$ cat config.mk
export PLATFORM = sky130hd
export DESIGN_NAME = stepper_dec
export DESIGN_NICKNAME = d
export VERILOG_FILES = /design/src/rtl/stepper_dec.sv
export SDC_FILE = /design/constraint.sdc
export NUM_CORES = 1
export LEC_CHECK = 0
export ABC_AREA = 1
export BUFFER_PORTS_ARGS = -buffer_cell sky130_fd_sc_hd__buf_2
export CORE_MARGIN = 2
export CORE_UTILIZATION = 48
export CTS_BUF_LIST = sky130_fd_sc_hd__clkbuf_4
export DETAILED_ROUTE_END_ITERATION = 16
export HOLD_SLACK_MARGIN = 0.05
export PLACE_DENSITY = 0.78
export SLEW_MARGIN = 15
export SYNTH_ARGS = -nofsm -noshare
export SYNTH_HDL_FRONTEND = slang
export SYNTH_SLANG_ARGS = --single-unit
$ cat constraint.sdc
create_clock -name clk -period 1.3 [get_ports clk]
set_input_delay 0.13 -clock clk [delete_from_list [all_inputs] [get_ports clk]]
set_output_delay 0.13 -clock clk [all_outputs]
set_load 0.02 [all_outputs]
$ cat src/rtl/stepper_dec.sv
// Instruction step sequencer: keeps a binary step index plus its registered
// one-hot decode, flags wraps and illegal load targets with one-cycle pulses,
// and counts completed sequences with a saturating counter.
module stepper_dec #(
  parameter int STEPS = 6,
  parameter int CNT_W = 3
) (
  input  logic             clk,
  input  logic             reset,
  input  logic             en,
  input  logic             clr,
  input  logic             load,
  input  logic [CNT_W-1:0] load_step,
  output logic [CNT_W-1:0] step_bin,
  output logic [STEPS-1:0] step_oh,
  output logic             wrap,
  output logic             load_err,
  output logic [7:0]       seq_cnt
);

  // STEPS widened by one bit so every load_step value compares without overflow
  localparam logic [CNT_W:0]   STEPS_EXT = (CNT_W+1)'(STEPS);
  localparam logic [CNT_W-1:0] LAST_STEP = CNT_W'(STEPS - 1);
  localparam logic [7:0]       CNT_MAX   = 8'hFF;

  logic [CNT_W-1:0] step_bin_reg, step_bin_next;
  logic [STEPS-1:0] step_oh_reg, step_oh_next;
  logic             wrap_reg, wrap_next;
  logic             load_err_reg, load_err_next;
  logic [7:0]       seq_cnt_reg, seq_cnt_next;
  logic             seq_done;
  logic             load_ok;

  assign load_ok = ({1'b0, load_step} < STEPS_EXT);

  // Next-state selection, priority clr > load > en > hold
  always_comb begin
    step_bin_next = step_bin_reg;
    wrap_next     = 1'b0;
    load_err_next = 1'b0;
    seq_done      = 1'b0;
    if (clr) begin
      // An early restart only completes a sequence if we had left step 0
      step_bin_next = '0;
      seq_done      = (step_bin_reg != '0);
    end else if (load) begin
      // An out-of-range load freezes the state for this cycle, en included
      if (load_ok) begin
        step_bin_next = load_step;
      end else begin
        load_err_next = 1'b1;
      end
    end else if (en) begin
      if (step_bin_reg == LAST_STEP) begin
        step_bin_next = '0;
        wrap_next     = 1'b1;
        seq_done      = 1'b1;
      end else begin
        step_bin_next = step_bin_reg + 1'b1;
      end
    end
  end

  // Saturating sequence counter update
  always_comb begin
    seq_cnt_next = seq_cnt_reg;
    if (seq_done && (seq_cnt_reg != CNT_MAX)) begin
      seq_cnt_next = seq_cnt_reg + 8'd1;
    end
  end

  // One-hot is decoded from the next binary index, so both registers agree every cycle
  for (genvar gi = 0; gi < STEPS; gi++) begin : g_decode
    assign step_oh_next[gi] = (step_bin_next == CNT_W'(gi));
  end

  // State register with synchronous reset to step 0
  always_ff @(posedge clk) begin
    if (reset) begin
      step_bin_reg <= '0;
      step_oh_reg  <= STEPS'(1);
      wrap_reg     <= 1'b0;
      load_err_reg <= 1'b0;
      seq_cnt_reg  <= '0;
    end else begin
      step_bin_reg <= step_bin_next;
      step_oh_reg  <= step_oh_next;
      wrap_reg     <= wrap_next;
      load_err_reg <= load_err_next;
      seq_cnt_reg  <= seq_cnt_next;
    end
  end

  assign step_bin = step_bin_reg;
  assign step_oh  = step_oh_reg;
  assign wrap     = wrap_reg;
  assign load_err = load_err_reg;
  assign seq_cnt  = seq_cnt_reg;

endmodule

* Yosys cells after proc, flatten, opt, wreduce, memory -nomap -nowiden
Cells that the tools add are included.
** Storage, ports and cells
- Register bits :: 19
- Input bits :: 8
- Output and inout bits :: 19
- Logic and storage cells :: 31
** Cells by class
- Add/subtract/negate cells :: 2
- Order comparisons :: 1
- Eq/ne operators :: 7
- Multiplexer cells :: 10
- Bitwise logic cells :: 1
- Reductions and logical operators :: 5
** Operator list (count)
- 3-bit two-way mux :: 5
- 3-bit == test (second input constant) :: 3
- 8-bit by 1-bit adder with 8-bit output (second input constant) :: 1
- 8-bit != test (second input constant) :: 1
- 3-bit by 2-bit == test with 1-bit output (second input constant) :: 2
- 1-bit two-way mux :: 5
- 3-bit by 1-bit adder with 3-bit output (second input constant) :: 1
- 3-bit by 1-bit == test with 1-bit output (second input constant) :: 1
- 3-bit logical NOT :: 1
- 3-bit < comparator (second input constant) :: 1
- 3-bit nonzero test :: 1
- 3-bit OR reduction :: 1
- 2-bit OR reduction :: 1
- 1-bit logical AND :: 1
- 1-bit inverter :: 1

* Longest topological paths before layout
Gate-level depths: netlist (run 1).
- Depth in word-level cells :: 6
- Gate-level depth with buffers :: 9
- Depth with buffers taken out :: 9

* Worst setup path after synthesis (run 1)
No wires, ideal clock.
- Path kind :: register -> register
- From :: register seq_cnt_reg[0], in the netlist seq_cnt[0]
- To :: register seq_cnt_reg[0], in the netlist seq_cnt[0]
- Library setup time :: 115 ps
- Arrival :: 1304 ps
- Data required time :: 1185 ps
- Slack :: -119 ps
- Stages on the path, launching flop included :: 8
- Clock period less this slack :: 1419 ps
- Path through :: dfxtp_1 -> ha_1 -> nand2_1 -> nor2_2 -> nand2_1 -> buf_6 -> a21oi_1 -> nor2_1
** Between the ends
- Word-level cells in the longest chain between the ends :: 2
- Elaborated cells on any way between the ends :: 3
- Those cells by class :: 1 x add/sub; 1 x eq/ne; 1 x reduce/logical
** Ends and longest elaborated chain
- start: declaration :: RTL line 30 : logic [7:0] seq_cnt_reg, seq_cnt_next;
- start signal: assignment :: RTL line 90 : seq_cnt_reg <= seq_cnt_next;
- branches (longest 2 deep; another with 8-bit by 1-bit adder with 8-bit output)
Several ways; the timed one is not identified.
A chain may end at the register's enable or synchronous reset.

* Final worst setup path (run 1)
- From :: register seq_cnt_reg[1], in the netlist seq_cnt[1]
- To :: register seq_cnt_reg[5], in the netlist seq_cnt[5]
Same word-level chain as after synthesis.

==> results of run 1 <==
## power by group through the flow
stage	combinational [mW]	clock, mW	sequential, mW
after CTS	0.158	0.302	0.609
after global routing	0.184	0.331	0.614
final	0.163	0.294	0.612
after detailed placement	0.158	0	0.622
after global placement	0.153	0	0.621
after floorplan	0.0839	0	0.644
## critical path: stages, from the launching register on
cell and delay (ps):
dfxtp_2 380, ha_4 150, nand2_4 60, nor2_4 140
nand2_4 80, buf_6 140, nand3_2 70, nand2_1 50
inv_1 40, nor2_1 30
## cell type report
type / instances / area, sq um
clock buffers: 3 / 22.5
well taps: 27 / 33.8
fillers: 185 / 634
repair buffers: 37 / 220
clock inverters: 1 / 5.00
multi-input cells: 103 / 544
flip-flops and latches: 19 / 389
inverters: 19 / 72.6
## path summary, 6_finish.rpt
| path | startpoint | endpoint | depth (start not counted) |
|---|---|---|---|
| setup / recovery | seq_cnt[1]$_SDFFE_PP0P_ | seq_cnt[5]$_SDFFE_PP0P_ | 9 |
| hold / removal | clr | load_err$_SDFF_PP0_ | 2 |
| setup reg to reg | seq_cnt[1]$_SDFFE_PP0P_ | seq_cnt[5]$_SDFFE_PP0P_ | 9 |
| hold reg to reg | seq_cnt[7]$_SDFFE_PP0P_ | seq_cnt[7]$_SDFFE_PP0P_ | 4 |
## layer usage
metal | vias up | share of wire (%) | GRT usage [%]
li1 | 530 | - | -
met1 | 483 | 43 | 25.3
met2 | 45 | 50 | 38.8
met3 | 9 | 6.1 | 4.60
met4 | 0 | 1.3 | 4.76
met5 | - | 0 | 0
## logic make-up (layout without fill, tap and decap cells)
kind of cell / Yosys count / after routing / share of synthesized area [%]
AOI/OAI and AO/OA: 9 / 9 / 4.67
xor gates and xnor gates: 1 / 1 / 0.908
adders and majority gates: 1 / 1 / 1.30
buffers and inverters: 22 / 60 / 10.2
DFF: 19 / 19 / 39.4
and+or+nand+nor: 92 / 92 / 43.5
## cells in the mapped netlist
cell       n  area [sq um]
a21oi_1    5          25.0
buf_6      2          22.5
clkbuf_1   1          3.75
clkinv_2   1          5.00
dfxtp_1   19           380
ha_1       1          12.5
inv_1     18          67.6
nand2_1   43           161
nand2_2    1          6.26
nand2_4    1          11.3
nand3_1   16          80.1
nand3_2    1          10.0
nand3_4    1          17.5
nand4_1    4          25.0
nor2_1    21          78.8
nor2_2     1          6.26
nor2_4     1          11.3
nor3_1     1          5.00
nor4_1     1          6.26
o21ai_0    3          15.0
o21ai_1    1          5.00
xor2_1     1          8.76
## what timing repair did
action | 4_1_cts | 5_1_grt
gates resized for setup | 2 | 17
hold buffers | 0 | 0
pin swaps | 0 | 3
endpoints found under the setup margin | 2 | 14
cloned | 0 | 0
==> impl_results.rst, run 1 <==
.. list-table::
   :header-rows: 1

   * - Metric
     - Value
   * - Result of the run
     - completed
   * - RePlAce Congestion
     - 0.902
   * - Netlist cell types
     - 22
   * - Drt initial violations
     - 31
   * - R2R setup slack
     - 70 ps
   * - Peak clock frequency supported by timing
     - 815 MHz
   * - First-pass GRT wire length
     - 4170 um
   * - Cell at the root of the clock tree
     - clkbuf_4
   * - Clock slew at reported path FFs
     - between 100 and 150 ps
   * - Share of total power in sequential cells
     - 57.3%
   * - Commonest non-fill, non-tap cell in the layout
     - nand2_1
   * - Hold slack final
     - 68.9 ps
   * - Shortest clock period the worst path allows after layout
     - 1230 ps
   * - H-tree lvl count
     - 1
   * - Area after DPL
     - ~1200 sq um
   * - RSZ-0062 raised after global routing
     - yes
   * - Layout Utilization
     - 67.0%
   * - Commonest cells after routing, fill and taps aside
     - nand2_1 (41), buf_2 (26), nor2_1 (19)
   * - Cell total after placement
     - 205
   * - Maximum fanout count along the critical path
     - 5
   * - Routed wire length
     - 2340 um
   * - Data required, critical path
     - approximately 1500 ps
   * - Number of max-slew violations in the final report
     - 0
   * - Worst setup slack before clock tree synthesis
     - between 2 and 2.5 ps
   * - Number of nets produced by synthesis
     - 153
   * - DRC
     - 0
   * - Total clock buffers created by CTS
     - 3
   * - Number of standard-cell rows in the floorplan
     - 16
   * - Synthesized flop and latch total
     - 19
   * - Initial cell density of the core
     - 50.2%
   * - Pwr Total
     - 1.07 mW
   * - Setup TNS
     - 0 ps
   * - Area of the die
     - between 2000 and 2500 sq um
   * - Net switching power
     - 0.301 mW
   * - Fraction of final layout cells sized beyond drive strength 1
     - about 34%
   * - Routed wire per std cell
     - 11.2 um
   * - Type of destination of the critical path
     - register
   * - Net Sw Frac
     - 28.1%
   * - Antenna violations before repair
     - 0
   * - Measured slew at the worst slew-check pin
     - 264 ps
   * - Worst setup path class
     - register to register
   * - Number of global-route vias before repair
     - 1049
   * - Height of the die
     - 48.8 um
   * - Drt first pass iters
     - 4
   * - Number of top-level design ports
     - 27
   * - Number of nets in the finished design
     - 192
   * - Layout-stage area growth over the synthesis result
     - 33.5%
   * - Pin count of the biggest net entering global routing
     - 14
   * - Leakage
     - 0.689 nW
   * - Internal power
     - around 0.77 mW
   * - Final worst clock skew
     - between 1 and 1.5 ps
   * - Count of nets left with antenna violations after detail routing
     - 0
   * - Count of synthesis-stage warnings from yosys
     - 0
   * - Final Instance Count excl. Fillers
     - 209
   * - Avg Vias per Cell
     - 5.11
   * - TritonCTS clock tree
     - yes
   * - Mean post-synth cell area
     - between 6 and 7 sq um
   * - Total grt overflow
     - 0
   * - Vias post-DR
     - 1067
   * - Peak supply drop
     - about 660 uV
   * - Crit start category
     - register
   * - Final Hold Vio Count
     - 0
   * - Post-synthesis cell count
     - 144
   * - Clock latency on the worst-skew pair
     - 290 ps
   * - Ratio of total power to cell area
     - 830 nW/um^2
   * - Detailed-placement wirelength estimate
     - around 1800 um
   * - Maximum Capacitance Violations
     - 0
   * - Layout Cell Area excl Fill
     - 1290 sq um
   * - Sequential area share after synthesis
     - 39.4%
   * - Number of buffers added for setup after CTS
     - 0
   * - Clock Path Buffers
     - 2
   * - Relative contribution of the clock network to total power
     - between 20% and 30%
   * - Combined global-route utilization of all metal layers
     - 21.2%
   * - Number of buffers added on ports
     - 26
   * - Fraction of power consumed by combinational cells
     - 15.3%
   * - Slew margin rel.
     - between 80% and 90%
   * - Mapped cell area
     - 965 sq um
   * - Critical path data arrival time
     - approximately 1400 ps
   * - Worst hold-check path type
     - primary input to register
   * - # clock sinks
     - 19
   * - Portion of the clock cycle consumed by the worst path in the final layout
     - a little over nine tenths
   * - Number of flip-flops in the largest register
     - 8
   * - Core footprint
     - about 1900 sq um
   * - Total of endpoints with negative setup slack in the final report
     - 0
   * - Number of antenna cells inserted
     - 0
   * - Overall die width
     - about 49 um
   * - Worst setup margin
     - 72.5 ps
Power figures use the tool's default switching activity.
==> run 2: changes to the inputs <==
--- a/config.mk
+++ b/config.mk
@@ -7,5 +7,5 @@
 export LEC_CHECK = 0
 export ABC_AREA = 1
-export BUFFER_PORTS_ARGS = -buffer_cell sky130_fd_sc_hd__buf_2
+export BUFFER_PORTS_ARGS = -buffer_cell sky130_fd_sc_hd__clkbuf_2
 export CORE_MARGIN = 2
 export CORE_UTILIZATION = 48
==> constraint.sdc (replaced) <==
create_clock -name clk -period 1.3 [get_ports clk]
set_input_delay 0.13 -clock clk [delete_from_list [all_inputs] [get_ports clk]]
set_output_delay 0.13 -clock clk [all_outputs]
set_load 0.1 [all_outputs]
==> impl_results.rst, run 2 (synthesized netlist as in run 1, its figures left out) <==
.. list-table::
   :header-rows: 1

   * - Metric
     - Value
   * - Pin count of the biggest net entering global routing
     - 14 (unchanged)
   * - Type of destination of the critical path
     - register
   * - Setup TNS
     - 0 ps (unchanged)
   * - Peak per-stage delay on the critical path
     - 370 ps (about the same)
   * - Buffer and inverter count on the worst path
     - 1 (-1)
   * - Leakage
     - 0.611 nW (-11%)
   * - Combined global-route utilization of all metal layers
     - 20.3% (-0.97 points)
   * - RePlAce Congestion
     - 0.882 (-2.3%)
   * - Worst setup margin
     - 34.9 ps (-37.6 ps)
   * - Number of hold buffers added after cts
     - 0 (unchanged)
   * - First-pass GRT wire length
     - 3770 um (-9.4%)
   * - Data required, critical path
     - 1550 ps (+50 ps)
   * - Shortest clock period the worst path allows after layout
     - 1270 ps (+37.6 ps)
   * - Clock Path Buffers
     - 2 (unchanged)
   * - Cell total after placement
     - 198 (-3.4%)
   * - Area after DPL
     - 1220 sq um (+2.7%)
   * - Maximum fanout count along the critical path
     - 4 (-1)
   * - Final worst clock skew
     - 5.49 ps (+4.42 ps)
   * - Slew margin rel.
     - 63.9% (-18 points)
   * - Crit start category
     - register
   * - Total of endpoints with negative setup slack in the final report
     - 0 (unchanged)
   * - Clock latency on the worst-skew pair
     - 300 ps (about the same)
   * - Detailed-placement wirelength estimate
     - 1620 um (-8.2%)
   * - Filler Cell Count
     - 191 (+3.2%)
   * - Result of the run
     - completed
   * - Peak supply drop
     - 626 uV (-4.4%)
   * - Area of the die
     - 2380 sq um (unchanged)
   * - Drt first pass iters
     - 4 (unchanged)
   * - Maximum Capacitance Violations
     - 0 (unchanged)
   * - Critical path data arrival time
     - 1510 ps (+80 ps)
   * - Routed wire per std cell
     - 11.1 um (-0.52%)
   * - Series of cell instances along the critical path
     - ha_4, nand2_2, nor2_4, nand2_2, buf_4, nand4_1, nand2_1, nor2_2
   * - Layout Cell Area excl Fill
     - 1280 sq um (-0.39%)
   * - Ratio of total power to cell area
     - 934 nW/um^2 (+13%)
   * - Number of max-slew violations in the final report
     - 0 (unchanged)
   * - Core footprint
     - 1920 sq um (unchanged)
   * - Measured slew at the worst slew-check pin
     - 543 ps (+280 ps)
   * - Commonest non-fill, non-tap cell in the layout
     - nand2_1
   * - RSZ-0062 raised after global routing
     - yes
   * - Peak clock frequency supported by timing
     - 790 MHz (-3.0%)
   * - Register Area
     - 412 sq um (+5.8%)
   * - Critical path's slowest cell
     - dfxtp_4
   * - Family of cells with the greatest summed delay on the critical path
     - simple AND/OR/NAND/NOR gates
   * - Final Hold Vio Count
     - 0 (unchanged)
   * - TritonCTS clock tree
     - yes
   * - Number of nets in the finished design
     - 186 (-3.1%)
   * - DRC
     - 0 (unchanged)
   * - Number of buffers added on ports
     - 26 (unchanged)
   * - Final Instance Count excl. Fillers
     - 203 (-2.9%)
   * - Avg Vias per Cell
     - 4.93 (-3.4%)
   * - Number of standard-cell rows in the floorplan
     - 16 (unchanged)
   * - Total grt overflow
     - 0 (unchanged)
   * - Multi-input logic area
     - 532 sq um (-2.3%)
   * - Number of flip-flops in the largest register
     - 8 (unchanged)
   * - Drt initial violations
     - 15 (-52%)
   * - Cell at the root of the clock tree
     - clkbuf_4
   * - Commonest cells after routing, fill and taps aside
     - nand2_1 (40), nor2_1 (20), buf_4 (19)
   * - Overall die width
     - 48.8 um (unchanged)
   * - Routed wire length
     - 2260 um (-3.4%)
   * - Number of antenna cells inserted
     - 0 (unchanged)
   * - Antenna violations before repair
     - 0 (unchanged)
   * - Portion of the clock cycle consumed by the worst path in the final layout
     - 97.3% (+2.9 points)
   * - H-tree lvl count
     - 1 (unchanged)
   * - Worst hold-check path type
     - primary input to register
   * - Vias post-DR
     - 1001 (-6.2%)
   * - Most repeated library cell on the critical path
     - nand2_2
   * - Fraction of final layout cells sized beyond drive strength 1
     - 35.8% (+1.7 points)
   * - Number of global-route vias before repair
     - 923 (-12%)
   * - Count of nets left with antenna violations after detail routing
     - 0 (unchanged)
   * - Initial cell density of the core
     - 50.2% (unchanged)
   * - # clock sinks
     - 19 (unchanged)
   * - Worst setup path class
     - register to register
   * - Clock slew at reported path FFs
     - 110 ps (about the same)
   * - Number of top-level design ports
     - 27 (unchanged)
   * - Height of the die
     - 48.8 um (unchanged)
   * - Worst setup slack before clock tree synthesis
     - 62.2 ps (+59.8 ps)
   * - Total clock buffers created by CTS
     - 3 (unchanged)
   * - Layout-stage area growth over the synthesis result
     - 32.9%
-- run 2: cell count changes in the layout (fill, tap and decap cells not counted), sizes merged --
cell    change
clkbuf     +13
buf        -18
clkinv      -1
-- run 2: timing repair --
| item | CTS | global route |
|---|---|---|
| pin swaps | 1 | 1 |
| resized for setup | 1 | 5 |
| hold endpoints to repair | 0 | 0 |
| setup buffers | 1 | 0 |
| endpoints found under the setup margin | 1 | 10 |
-- run 2: stage by stage --
stage                     hold WS (ps)  total power, mW  util [%]
final                             59.7             1.20      66.7
after global routing              86.6             1.25      66.7
after floorplan                    207            0.821         -
after CTS                         56.4             1.20      65.7
after global placement             376            0.873      63.6
after detailed placement           380            0.878      63.6
-- run 2: final timing paths --
| kind | to | start | cells after the start | slack, ps |
|---|---|---|---|---|
| hold / removal | load_err$_SDFF_PP0_ | clr | 2 | 60 |
| setup / recovery | seq_cnt[5]$_SDFFE_PP0P_ | seq_cnt[1]$_SDFFE_PP0P_ | 8 | 30 |
| setup reg to reg | seq_cnt[5]$_SDFFE_PP0P_ | seq_cnt[1]$_SDFFE_PP0P_ | 8 | 30 |
| hold reg to reg | seq_cnt[3]$_SDFFE_PP0P_ | seq_cnt[3]$_SDFFE_PP0P_ | 2 | 510 |
-- run 2: worst reg2reg max path, delay by kind of cell, from the launching register on --
family	cells	cell delay (ps)
buf+inv	1	160
fa+ha+maj	1	140
flops	1	370
simple gates	6	530
-- run 2: cell type report --
class	count	share of cell area, %
clock buffers	4	2.34
repair buffers	31	15.8
inverters	19	5.66
well taps	27	2.63
multi-input cells	103	41.5
flip-flops and latches	19	32.1
-- run 2: where the power goes --
group	internal, mW	switching (mW)	total [mW]
clock network	0.141	0.188	0.329
logic	0.0607	0.205	0.266
registers	0.589	0.0137	0.603
-- run 2: metal layers --
metal	vias to the layer above	share of wire [%]	GRT usage (%)
li1	516	-	-
met1	441	43	24.9
met2	38	50	34.5
met3	6	5.5	3.68
met4	0	2.2	9.05
met5	-	0	0
==> run 3: changes to the inputs <==
GPL_TIMING_DRIVEN = 0   (was default)
==> impl_results.rst, run 3 (synthesized netlist as in run 1, its figures left out) <==
.. list-table::
   :header-rows: 1

   * - Metric
     - Value
   * - Clock Path Buffers
     - 2 (unchanged)
   * - Maximum Capacitance Violations
     - 0 (unchanged)
   * - Total length of routed met3 wires
     - 91 um (-27%)
   * - Routed wire length
     - 2140 um (-5.1%)
   * - Internal power
     - 0.765 mW (-3.2%)
   * - TritonCTS clock tree
     - yes
   * - Avg Vias per Cell
     - 4.91 (-0.50%)
   * - Pin count of the biggest net entering global routing
     - 12 (-2)
   * - Vias post-DR
     - 996 (-0.50%)
   * - H-tree lvl count
     - 1 (unchanged)
   * - Count of nets left with antenna violations after detail routing
     - 0 (unchanged)
   * - Area of the die
     - 2380 sq um (unchanged)
   * - Result of the run
     - completed
   * - Initial cell density of the core
     - 50.2% (unchanged)
   * - Height of the die
     - 48.8 um (unchanged)
   * - Crit start category
     - register
   * - Type of destination of the critical path
     - output port
   * - Peak clock frequency supported by timing
     - 794 MHz (+0.49%)
   * - Slew margin rel.
     - 63.7% (-0.23 points)
   * - Fraction of final layout cells sized beyond drive strength 1
     - 35.2% (-0.57 points)
   * - Overall die width
     - 48.8 um (unchanged)
   * - RePlAce Congestion
     - 0.870 (-1.4%)
   * - Final Hold Vio Count
     - 0 (unchanged)
   * - Maximum fanout count along the critical path
     - 6 (+2)
   * - Data required, critical path
     - 1170 ps (-380 ps)
   * - Number of nets in the finished design
     - 186 (unchanged)
   * - Drt first pass iters
     - 4 (unchanged)
   * - Share of total power in sequential cells
     - 51.8% (+1.5 points)
   * - Commonest non-fill, non-tap cell in the layout
     - nand2_1
   * - Detailed-placement wirelength estimate
     - 1650 um (+1.9%)
   * - Final Instance Count excl. Fillers
     - 203 (unchanged)
   * - Combined global-route utilization of all metal layers
     - 19.0% (-1.2 points)
   * - Source of the critical timing path
     - seq_cnt[2]$_SDFFE_PP0P_
   * - Critical path data arrival time
     - 1130 ps (-380 ps)
   * - Number of antenna cells inserted
     - 0 (unchanged)
   * - Net Sw Frac
     - 34.4% (+0.43 points)
   * - Relative contribution of the clock network to total power
     - 25.3% (-2.2 points)
   * - Shortest clock period the worst path allows after layout
     - 1260 ps (-6.22 ps)
   * - Total of endpoints with negative setup slack in the final report
     - 0 (unchanged)
   * - Portion of the clock cycle consumed by the worst path in the final layout
     - 96.8% (-0.48 points)
   * - Core footprint
     - 1920 sq um (unchanged)
   * - Number of standard-cell rows in the floorplan
     - 16 (unchanged)
   * - Buffer and inverter count on the worst path
     - 1 (unchanged)
   * - Filler Cell Count
     - 183 (-4.2%)
   * - Drt initial violations
     - 15 (unchanged)
   * - Total grt overflow
     - 0 (unchanged)
   * - RSZ-0062 raised after global routing
     - yes
   * - Fraction of power consumed by combinational cells
     - 22.9% (+0.7 points)
   * - Number of global-route vias before repair
     - 870 (-5.7%)
   * - Commonest cells after routing, fill and taps aside
     - nand2_1 (41), nor2_1 (21), clkbuf_2 (17)
   * - Total clock buffers created by CTS
     - 3 (unchanged)
   * - Number of top-level design ports
     - 27 (unchanged)
   * - Reg-to-reg critical path startpoint
     - seq_cnt[1]$_SDFFE_PP0P_
   * - Series of cell instances along the critical path
     - buf_2
   * - Multi-input logic area
     - 542 sq um (+1.9%)
   * - Cell at the root of the clock tree
     - clkbuf_4
   * - Worst setup path class
     - register to output port
   * - Ratio of total power to cell area
     - 923 nW/um^2 (-1.1%)
   * - Net switching power
     - 0.402 mW (-1.4%)
   * - Worst hold start
     - clr
   * - Met2 wire length
     - 1060 um (-5.6%)
   * - Routed wire per std cell
     - 10.6 um (-5.1%)
   * - Clock slew at reported path FFs
     - 110 ps (about the same)
   * - Layout-stage area growth over the synthesis result
     - 31.0%
   * - Number of max-slew violations in the final report
     - 0 (unchanged)
   * - Peak per-stage delay on the critical path
     - 430 ps (+60 ps)
   * - Register Area
     - 412 sq um (unchanged)
   * - Antenna violations before repair
     - 0 (unchanged)
   * - Measured slew at the worst slew-check pin
     - 547 ps (+3.50 ps)
   * - Number of buffers added on ports
     - 25 (-3.8%)
   * - Clock latency on the worst-skew pair
     - 300 ps (about the same)
   * - Family of cells with the greatest summed delay on the critical path
     - buffers and inverters
   * - Wl on met1
     - 994 um (+3.1%)
   * - Peak supply drop
     - 866 uV (+38%)
   * - DRC
     - 0 (unchanged)
   * - Worst hold-check path type
     - primary input to register
   * - Critical path's slowest cell
     - buf_2
   * - Leakage
     - 0.637 nW (+4.2%)
   * - First-pass GRT wire length
     - 3650 um (-3.3%)
   * - Pwr Total
     - 1.17 mW (-2.6%)
   * - Number of flip-flops in the largest register
     - 8 (unchanged)
   * - Uppermost layer routed
     - met3
   * - Cell total after placement
     - 196 (-1.0%)
   * - Number of hold buffers added after cts
     - 0 (unchanged)
   * - Hold slack final
     - 65.5 ps (+5.81 ps)
   * - Final worst clock skew
     - 4.93 ps (-0.556 ps)
   * - # clock sinks
     - 19 (unchanged)
run 3: final timing paths:
check / end / slack, ps / cells past startpoint
max reg2reg: seq_cnt[1]$_SDFFE_PP0P_ / 80 / 7
min reg2reg: seq_cnt[3]$_SDFFE_PP0P_ / 520 / 2
max: seq_cnt[2] / 40 / 1
min: load_err$_SDFF_PP0_ / 70 / 2
run 3: power groups by stage:
stage / combinational (mW) / sequential (mW) / clock, mW
5_1_grt: 0.288 / 0.607 / 0.335
4_1_cts: 0.256 / 0.606 / 0.303
6_report: 0.268 / 0.604 / 0.295
3_5_place_dp: 0.254 / 0.619 / 0
3_3_place_gp: 0.249 / 0.619 / 0
2_1_floorplan: 0.0862 / 0.735 / 0
run 3: layer usage:
| layer | up-vias | track usage [%] |
|---|---|---|
| met1 | 453 | 23.4 |
| met4 | 0 | 1.43 |
| met2 | 24 | 33.8 |
| li1 | 519 | - |
| met3 | 0 | 6.13 |
| met5 | - | 0 |
run 3: what timing repair did:
| item | 4_1_cts | 5_1_grt |
|---|---|---|
| pin swaps | 0 | 5 |
| endpoints found under the setup margin | 1 | 18 |
| buffers inserted | 0 | 2 |
| cloned | 0 | 1 |
| gates resized for setup | 1 | 16 |
| endpoints found under the hold margin | 0 | 0 |
run 3: area by class of cell:
class / instances / area share [%]
multi-input combinational: 103 / 42.9
sequential: 19 / 32.6
timing repair buffer: 28 / 11.9
inverter: 19 / 5.74
tap: 27 / 2.67
buffer: 3 / 2.08
clock buffer: 3 / 1.78
clock inverter: 1 / 0.396
run 3: per-stage QoR:
step	worst slack (ps)	utilization [%]	cell area, sq um	setup TNS [ps]
2_1_floorplan	-108	-	1020	-746
3_3_place_gp	85.9	61.3	1180	0
3_5_place_dp	56.0	61.3	1180	0
4_1_cts	4.17	62.9	1210	0
5_1_grt	-6.83	65.8	1260	-6.83
6_report	41.1	65.8	1260	0
